**src/rtl/uart_target_framer.sv**
```systemverilog
// uart_target_framer: snapshots per-channel position/difference words on a
// vsync rising edge and streams them as one checksummed byte frame to a UART.
// Ports:
//   clk, reset (async, active-low)
//   uart_en    trigger enable
//   vsync_i    async frame sync, rising edge starts a frame
//   pos_i      CH_NUM packed position words
//   diff_i     CH_NUM packed difference words
//   tx_busy    byte transmitter busy
//   tx_data    byte to send
//   tx_en      one-cycle send strobe
//   frame_busy high while a frame is in progress
//   overrun    one-cycle pulse when a trigger is dropped
//   seq_o      sequence number of the last started frame
module uart_target_framer #(
  parameter int          CH_NUM = 2,
  parameter int          POS_W  = 43,
  parameter int          DIFF_W = 12,
  parameter logic [7:0]  HDR0   = 8'hA5,
  parameter logic [7:0]  HDR1   = 8'h5A
) (
  input  logic                       clk,
  input  logic                       reset,
  input  logic                       uart_en,
  input  logic                       vsync_i,
  input  logic [CH_NUM*POS_W-1:0]    pos_i,
  input  logic [CH_NUM*DIFF_W-1:0]   diff_i,
  input  logic                       tx_busy,
  output logic [7:0]                 tx_data,
  output logic                       tx_en,
  output logic                       frame_busy,
  output logic                       overrun,
  output logic [7:0]                 seq_o
);

  localparam int PB  = (POS_W + 7) / 8;
  localparam int DB  = (DIFF_W + 7) / 8;
  localparam int CB  = PB + DB;
  localparam int ND  = CH_NUM * CB;
  localparam int LEN = 5 + ND;
  localparam int IW  = $clog2(LEN + 1);
  localparam int SW  = ND * 8;

  typedef enum logic [2:0] {
    IDLE,
    LOAD,
    SEND,
    WAIT_HI,
    WAIT_LO
  } state_t;

  state_t          state_q;
  logic            s1_q, s2_q, s3_q;
  logic [1:0]      rdy_q;
  logic            arm_q;
  logic [SW-1:0]   snap_q;
  logic [7:0]      sum_q;
  logic [7:0]      seq_q;
  logic [IW-1:0]   idx_q;
  logic [1:0]      to_q;
  logic [7:0]      txd_q;
  logic            txen_q;
  logic            fb_q;
  logic            ovr_q;

  logic            edge_w;
  logic            trig_w;
  logic            add_en;
  logic [IW-1:0]   didx;
  logic [7:0]      byte_d;

  // Data bytes laid out in send order: byte j of the frame payload sits
  // at snap[j*8 +: 8], each word zero-extended and emitted MSB-first.
  function automatic logic [SW-1:0] pack_snap(
    input logic [CH_NUM*POS_W-1:0]  p,
    input logic [CH_NUM*DIFF_W-1:0] d
  );
    logic [SW-1:0]   r;
    logic [PB*8-1:0] px;
    logic [DB*8-1:0] dx;
    r = '0;
    for (int k = 0; k < CH_NUM; k++) begin
      px = '0;
      px[POS_W-1:0] = p[k*POS_W +: POS_W];
      dx = '0;
      dx[DIFF_W-1:0] = d[k*DIFF_W +: DIFF_W];
      for (int b = 0; b < PB; b++)
        r[(k*CB+b)*8 +: 8] = px[(PB-1-b)*8 +: 8];
      for (int b = 0; b < DB; b++)
        r[(k*CB+PB+b)*8 +: 8] = dx[(DB-1-b)*8 +: 8];
    end
    return r;
  endfunction

  // rdy_q marks when s2_q holds a real post-reset sample; arm_q then
  // requires a low level first so a vsync already high at release
  // cannot look like an edge.
  always_ff @(posedge clk or negedge reset) begin
    if (!reset) begin
      s1_q  <= 1'b0;
      s2_q  <= 1'b0;
      s3_q  <= 1'b0;
      rdy_q <= 2'b00;
      arm_q <= 1'b0;
    end else begin
      s1_q  <= vsync_i;
      s2_q  <= s1_q;
      s3_q  <= s2_q;
      rdy_q <= {rdy_q[0], 1'b1};
      arm_q <= arm_q | (rdy_q[1] & ~s2_q);
    end
  end

  assign edge_w = s2_q & ~s3_q & arm_q;
  assign trig_w = edge_w & uart_en & (state_q == IDLE);
  assign add_en = (idx_q >= IW'(2)) && (idx_q <= IW'(LEN-2));

  always_comb begin
    didx   = idx_q - IW'(4);
    byte_d = sum_q;
    unique case (1'b1)
      idx_q == IW'(0): byte_d = HDR0;
      idx_q == IW'(1): byte_d = HDR1;
      idx_q == IW'(2): byte_d = seq_q;
      idx_q == IW'(3): byte_d = 8'(CH_NUM);
      (idx_q >= IW'(4)) && (idx_q < IW'(LEN-1)):
        byte_d = snap_q[didx*8 +: 8];
      default: byte_d = sum_q;
    endcase
  end

  always_ff @(posedge clk or negedge reset) begin
    if (!reset) begin
      state_q <= IDLE;
      snap_q  <= '0;
      sum_q   <= 8'h00;
      seq_q   <= 8'h00;
      idx_q   <= '0;
      to_q    <= 2'd0;
      txd_q   <= 8'h00;
      txen_q  <= 1'b0;
      fb_q    <= 1'b0;
      ovr_q   <= 1'b0;
    end else begin
      txen_q <= 1'b0;
      ovr_q  <= edge_w & uart_en & (state_q != IDLE);
      unique case (state_q)
        IDLE: begin
          if (trig_w) begin
            snap_q  <= pack_snap(pos_i, diff_i);
            seq_q   <= seq_q + 8'd1;
            idx_q   <= '0;
            sum_q   <= 8'h00;
            fb_q    <= 1'b1;
            state_q <= LOAD;
          end
        end
        LOAD: begin
          txd_q <= byte_d;
          if (add_en)
            sum_q <= sum_q + byte_d;
          state_q <= SEND;
        end
        SEND: begin
          if (!tx_busy) begin
            txen_q  <= 1'b1;
            to_q    <= 2'd0;
            state_q <= WAIT_HI;
          end
        end
        WAIT_HI: begin
          // a transmitter that never raises busy is released after 4 cycles
          if (tx_busy || to_q == 2'd3)
            state_q <= WAIT_LO;
          else
            to_q <= to_q + 2'd1;
        end
        WAIT_LO: begin
          if (!tx_busy) begin
            if (idx_q == IW'(LEN-1)) begin
              fb_q    <= 1'b0;
              state_q <= IDLE;
            end else begin
              idx_q   <= idx_q + IW'(1);
              state_q <= LOAD;
            end
          end
        end
        default: state_q <= IDLE;
      endcase
    end
  end

  assign tx_data    = txd_q;
  assign tx_en      = txen_q;
  assign frame_busy = fb_q;
  assign overrun    = ovr_q;
  assign seq_o      = seq_q;

endmodule

```
**config.mk**
```make
export PLATFORM = sky130hd
export DESIGN_NAME = uart_target_framer
export DESIGN_NICKNAME = d
export VERILOG_FILES = /design/src/rtl/uart_target_framer.sv
export SDC_FILE = /design/constraint.sdc
export NUM_CORES = 1
export LEC_CHECK = 0
export ABC_AREA = 1
export CAP_MARGIN = 20
export CORE_ASPECT_RATIO = 0.8
export CORE_MARGIN = 10
export CORE_UTILIZATION = 35
export CTS_BUF_LIST = sky130_fd_sc_hd__clkbuf_4
export CTS_CLUSTER_DIAMETER = 100
export CTS_CLUSTER_SIZE = 25
export DETAILED_ROUTE_END_ITERATION = 6
export PLACE_DENSITY = 0.55
export SLEW_MARGIN = 40
export SYNTH_ARGS = -nofsm -noshare
export SYNTH_HDL_FRONTEND = slang
export SYNTH_SLANG_ARGS = --single-unit
```
**constraint.sdc**
```tcl
create_clock -name clk -period 6.55 [get_ports clk]
set_clock_uncertainty 0.1 [all_clocks]
set_input_delay 0.655 -clock clk [delete_from_list [all_inputs] [get_ports clk]]
set_output_delay 0.655 -clock clk [all_outputs]
set_load 0.02 [all_outputs]
```
**After elaboration in Yosys (flattened, before gate mapping)**

Cells that the tools add are included.

- Bits in registers: 153
- Latch bits: 0
- Bits in writable memories: 0
- ROM bits: 0
- Bits of input ports: 115
- Output and inout bits: 19
- Logic and storage cells: 89
- Memories: 0

- Add/subtract/negate cells: 5
- $mul: 0
- Divide/modulo/power cells: 0
- $lt $le $gt $ge: 4
- Equal/unequal tests: 17
- Shift operators: 1
- Multiplexer cells: 23
- Bitwise operators: 9
- Reduce and logical (&&, ||, !) cells: 15

Operator list:

| cell | count |
|---|---|
| $shiftx 128x9->8 | 1 |
| $pmux 8 s5 | 1 |
| $mux 8 | 2 |
| $ne 2x2->1 const B | 8 |
| $pmux 8 s2 | 1 |
| $mux 5 | 3 |
| $pmux 3 s5 | 1 |
| $mux 3 | 4 |
| $reduce_and 4->1 | 3 |
| $eq 5x2->1 const B | 2 |
| $pmux 5 s2 | 1 |
| $add 8x1->8 const B | 1 |
| $add 8x8->8 | 1 |
| $and 1x1->1 | 6 |
| $eq 3x2->1 const B | 2 |
| $mux 1 | 6 |
| $reduce_and 3->1 | 2 |
| $reduce_bool 2->1 | 3 |
| $add 5x1->5 const B | 1 |
| $eq 5x1->1 const B | 1 |
| $eq 5x5->1 const B | 1 |
| $ge 5x2->1 const B | 1 |
| $ge 5x3->1 const B | 1 |
| $le 5x5->1 const B | 1 |
| 17 further kinds | 20 |

**Logic depth before layout (Yosys ltp)**

- Depth after elaboration: 7
- Mapped depth: 23
- Gate-level depth less buffers: 22

**Least setup slack after synthesis**

No wires, ideal clock.

- Kind: register to register
- From: register idx_q[0]
- To: register sum_q[6]
- Library setup time: 0.083 ns
- Arrival time: 3.348 ns
- Required time: 6.367 ns
- Slack: 3.019 ns
- Stages on the path, launching flop included: 24
- Path buffers: 3
- Clock period less this slack: 3.531 ns
- Cell sequence: dfrtp_1 -> buf_2 -> clkinv_1 -> buf_2 -> buf_1 -> ha_1 -> nand3_1 -> nand2_1 -> nor2_1 -> nand2_1 -> nand2_1 -> a21oi_1 -> a22oi_1 -> ha_1 -> inv_1 -> fa_1 -> inv_1 -> a21oi_1 -> o21ai_0 -> a21o_1 -> a21oi_1 -> nand2_1 -> nand2_1 -> o21ai_0

- Cells in the longest elaborated chain, start to end: 6
- Elaborated cells on any way between the ends: 18
- Those cells by class: add/sub: 2; order compare: 4; eq/ne: 4; shift: 1; mux: 3; reduce/logical: 4

Ends and longest elaborated chain:

| item | RTL line | RTL |
|---|---|---|
| start, declared | 59 | `logic [IW-1:0] idx_q;` |
| start signal, assigned | 184 | `idx_q <= idx_q + IW'(1);` |
| $sub 5x3->5, or another cell as far along | 119 | `didx = idx_q - IW'(4);` |
| $shiftx 128x9->8 or $logic_and 1x1->1 (tied branches) | 127, 126 |  |
| $pmux 8 s5 (*) | 121 | `unique case (1'b1)` |
| net byte_d[0] | 70 | `logic [7:0] byte_d;` |
| $add 8x8->8 (*) | 161 | `sum_q <= sum_q + byte_d;` |
| $mux 8 (*) | 160 | `if (add_en)` |
| $pmux 8 s2 (*) | 147 | `unique case (state_q)` |
| end signal, assigned | 161 |  |
| end, declared | 57 | `logic [7:0] sum_q;` |

Mark *: on every way through the listed nets, which the timed path passes. The rest lies on a longest branch. The select of a mux whose other input is x is not followed.
A chain may end at the register's enable or synchronous reset.

**Worst setup path after layout**

Ends and elaborated chain as after synthesis.

==> reports/results.txt <==
Excluding fillers, the count of instances in the completed layout stands at 1,383. In the final design database the tool counted 1,226 nets. The flow ran to the end, and the final reports show no timing, DRC or antenna violations. CTS placed an instance of sky130_fd_sc_hd__clkbuf_4 at the clock tree root.

Synthesized-area fraction occupied by adder cells: 0.0307. The total area of sequential cells came out at 3830 um^2. The count of nets left with antenna violations once routing finished came out at 0. The total number of yosys warnings was 0; the share of the cycle needed by the critical path after routing was 0.626.

Setup slack on the critical path of the routed design comes to 2.45 ns. The mux contribution to synthesized area was 0; the compound-gate portion of the synthesized area was 0.0995. The synthesized design contains 153 register bits.

The number of placement rows was 48. The first global-routing pass estimated 36.1 mm of wire. The initial standard-cell utilization of the core was 0.354. The tools report the critical path data arrival time as 4.48 ns.

After legalization and detailed placement, the total HPWL measured 15.4 mm. The filler cells instantiated in the layout total 2,188. Synthesis produced a netlist whose cell count is 978.

The via count of the first global-routing pass is 6,773, and the power per cell area is 442 nW/um^2. The peak per-stage delay on the critical path was 0.77 ns; the post-CTS clock slew at the launch and capture registers of the worst setup and hold paths was 0.13 ns. For the count of different cell masters after synthesis, the log shows 36. The tools report the overall overflow remaining after global route as 0. Ratio of cells with drive above 1 in the final layout: 0.0524.

In this run the static leakage power is 0.00468 uW. The logs give 1,348 for the cell count after placement and 6,504 for the total number of vias. Before antenna repair, the detailed router went through 6 iterations. In this run, the number of DRC markers left after iteration 0 of detailed routing was 459. The critical path contains buffers and inverters numbering 3 combined.

The count of input and output buffers was 133; the number of H-tree branching levels was 4. The logs give 7580 um^2 for the combined area of all synthesized cells and 21,400 um^2 for the total core area. Full die area: 28,000 um^2. In the layout the commonest cells are 426 x sky130_fd_sc_hd__nand2_1, 153 x sky130_fd_sc_hd__dfrtp_1, 132 x sky130_fd_sc_hd__clkdlybuf4s50_1. Counting every sink on the clock net gives 153.

Entering global routing, the biggest net connects 114 pins. Data on the critical path is required at its endpoint by 6.93 ns. Chip height: 152 um. The slowest cell on the critical path is sky130_fd_sc_hd__dfrtp_1.

The run gives 244 MHz as the highest achievable clock rate. The type of element launching the critical path was a flip-flop. The library cell used most frequently in the layout, excluding fill and tap cells, is sky130_fd_sc_hd__nand2_1.

The transition time at the pin with the least slew margin is 0.804 ns, and the count of cells resized by post-cts repair is 0. TritonCTS built the clock tree. After synthesis, the largest family of logic cells by area is simple AND/OR/NAND/NOR gates.

The post-synthesis xor/xnor area fraction is 0.0127, and the final estimated routing congestion in global placement is 0.853. Of all nets on the critical path, the largest fanout is 32. In this run the deepest clock path goes through 2 buffers. In the final layout, the multi-input gates occupy 3230 um^2. Most common cell type on the critical path: sky130_fd_sc_hd__nand2_1.

The area fraction of the dominant cell type after synthesis is 0.505. The setup violation total in the final timing report was 0. Setup TNS: 0 ns. The remaining design rule violation count was 0.

The post-layout minimum cycle time was 4.10 ns. Sorting the synthesized cells by area gives the leading types as sky130_fd_sc_hd__dfrtp_1 51%, sky130_fd_sc_hd__nand2_1 21%, sky130_fd_sc_hd__inv_1 3.6%. The worst slack at placement came out at 2.43 ns. Setup repair after global routing left no endpoint under its margin.

After synthesis, the mean cell area works out to 7.75 um^2. The headroom to the max-slew limit is 0.464, and the area added between synthesis and finish is 24.1%. In the final routed layout, each cell accounts on average for 15.8 um. The area fraction in and, or, nand and nor cells after synthesis was 0.281; the I/O pin count was 134. Max-slew violation count: 0. sky130_fd_sc_hd__dfrtp_1 takes more of the synthesized area than any other cell. The run gives 2 as the initial antenna violation count.

For this block, the routed nets add up to 21.9 mm of wire. The kind of path behind the tightest hold check was reg -> reg. The tool flagged a number of max-cap violations equal to 0. Clock latency on the worst-skew pair, taken at its later pin, is 0.58 ns. Traced cell by cell, the critical path runs through inv_2 -> ha_1 -> nand3_1 -> nand2_1 -> nor2_1 -> nand2_1 -> nand2_1 -> a21oi_1 -> a22oi_1 -> ha_1 -> inv_1 -> fa_1 -> inv_1 -> a21oi_1 -> o21ai_0 -> a21o_1 -> a21oi_1 -> nand2_1 -> nand2_1 -> o21ai_0. Using the TritonRoute via totals, the vias-per-cell ratio works out to 4.70.

By startpoint and endpoint, the worst setup path is classified as reg -> reg. Chip width: 185 um. The number of CTS-inserted buffers came out at 17.

Counting every net in the synthesized netlist gives 1,111. The count of final hold-check violations was 0; the maximum ir drop on the vdd rail was 282 uV. The overall track demand over capacity in global routing was 0.162; the sequential element share of the synthesized area was 0.505. On the critical path the largest part of the delay comes from compound AO/OA/AOI/OAI gates. The tools report the kind of end point of the critical path as a flip-flop.
-- final timing paths --
kind / start / endpoint / slack, ns / cells past startpoint
min: s1_q / s2_q / 0.26 / 0
min in group asynchronous: reset / snap_q[50] / 0.58 / 2
min reg2reg: s1_q / s2_q / 0.26 / 0
max: idx_q[0] / sum_q[6] / 2.45 / 20
max in group asynchronous: reset / seq_o[3] / 4.78 / 3
max reg2reg: idx_q[0] / sum_q[6] / 2.45 / 20
-- power by group --
group / leakage (uW) / internal [uW] / switching [uW]
logic: 0.00260 / 679 / 1260
clock network: 0.000169 / 276 / 352
registers: 0.00191 / 1360 / 229
-- worst register-to-register path, cell delays in order, from the launching register on --
cell                      delay [ns]
sky130_fd_sc_hd__dfrtp_1        0.77
sky130_fd_sc_hd__inv_2          0.43
sky130_fd_sc_hd__ha_1           0.31
sky130_fd_sc_hd__nand3_1        0.12
sky130_fd_sc_hd__nand2_1        0.07
sky130_fd_sc_hd__nor2_1         0.08
sky130_fd_sc_hd__nand2_1        0.18
sky130_fd_sc_hd__nand2_1        0.19
sky130_fd_sc_hd__a21oi_1        0.08
sky130_fd_sc_hd__a22oi_1        0.17
sky130_fd_sc_hd__ha_1           0.20
sky130_fd_sc_hd__inv_1          0.06
sky130_fd_sc_hd__fa_1           0.40
sky130_fd_sc_hd__inv_1          0.07
sky130_fd_sc_hd__a21oi_1        0.05
sky130_fd_sc_hd__o21ai_0        0.28
sky130_fd_sc_hd__a21o_1         0.16
sky130_fd_sc_hd__a21oi_1        0.07
sky130_fd_sc_hd__nand2_1        0.07
sky130_fd_sc_hd__nand2_1        0.04
sky130_fd_sc_hd__o21ai_0        0.15
-- what timing repair did --
action | 4_1_cts | 5_1_grt
hold buffers | 1 | 0
buffers inserted | 0 | 0
endpoints found under the hold margin | 5 | 0
-- cell families (layout without fill, tap and decap cells) --
kind of cell | count (synthesis) | after routing
and+or+nand+nor | 533 | 533
DFF | 153 | 153
AOI/OAI and AO/OA | 138 | 138
buffers and inverters | 124 | 252
adders and majority gates | 18 | 18
xor gates and xnor gates | 11 | 11
other | 1 | 3
-- registers in the layout (all words and copies together), names as in the netlist --
name / flops
s1_q: 1
tx_en: 1
s3_q: 1
snap_q: 110
frame_busy: 1
to_q: 2
tx_data: 8
rdy_q: 2
overrun: 1
seq_o: 8
s2_q: 1
arm_q: 1
idx_q: 5
state_q: 3
sum_q: 8
-- per-stage QoR --
stage | total power [uW] | area [um^2] | hold slack (ns) | util
finish | 4160 | 9410 | 0.263 | 0.439
global placement | 3530 | 9080 | 0.234 | 0.423
global route | 4570 | 9410 | 0.283 | 0.439
detailed placement | 3560 | 9090 | 0.236 | 0.424
CTS | 4200 | 9400 | 0.266 | 0.438
floorplan | 2990 | 7580 | 0.231 | -
-- final cells by class --
cell class | count | share of cell area
clock inverters | 12 | 0.0158
diodes | 2 | 0.000532
flip-flops and latches | 153 | 0.407
inverters | 81 | 0.0328
multi-input cells | 701 | 0.344
clock buffers | 20 | 0.0160
repair buffers | 139 | 0.148
well taps | 275 | 0.0366
-- synth_stat cells --
cell type                   count
sky130_fd_sc_hd__nor4_1         1
sky130_fd_sc_hd__a21oi_1       36
sky130_fd_sc_hd__xnor2_1        4
sky130_fd_sc_hd__a21o_1         1
sky130_fd_sc_hd__inv_1         73
sky130_fd_sc_hd__o21ai_2        1
sky130_fd_sc_hd__xor2_1         7
sky130_fd_sc_hd__buf_1          3
sky130_fd_sc_hd__fa_1           1
sky130_fd_sc_hd__nand3_1       48
sky130_fd_sc_hd__o2111ai_1      2
sky130_fd_sc_hd__a21boi_0       3
sky130_fd_sc_hd__conb_1         1
sky130_fd_sc_hd__buf_4         14
sky130_fd_sc_hd__o22ai_1        2
sky130_fd_sc_hd__nor3_1         2
sky130_fd_sc_hd__inv_2          7
sky130_fd_sc_hd__ha_1          17
sky130_fd_sc_hd__nand2_1      426
sky130_fd_sc_hd__o21ai_1       35
sky130_fd_sc_hd__dfrtp_1      153
sky130_fd_sc_hd__nor3_2         4
sky130_fd_sc_hd__nand2_2        2
sky130_fd_sc_hd__a22oi_1        2
sky130_fd_sc_hd__or2_2          2
sky130_fd_sc_hd__nor2_4         1
sky130_fd_sc_hd__clkinv_1       1
sky130_fd_sc_hd__buf_2         11
sky130_fd_sc_hd__clkbuf_1      15
sky130_fd_sc_hd__nor2_1        37
sky130_fd_sc_hd__nor2_2         1
sky130_fd_sc_hd__o21ai_0       41
sky130_fd_sc_hd__nand4_1        9
sky130_fd_sc_hd__o211ai_1       9
sky130_fd_sc_hd__a31oi_1        4
sky130_fd_sc_hd__a22o_1         2
-- metal layers --
layer | routed length (um) | track usage
met5 | 0 | 0
met4 | 129 | 0.0311
met3 | 1300 | 0.0498
met2 | 9230 | 0.241
met1 | 11200 | 0.229
(Power assumes the default switching activity.)
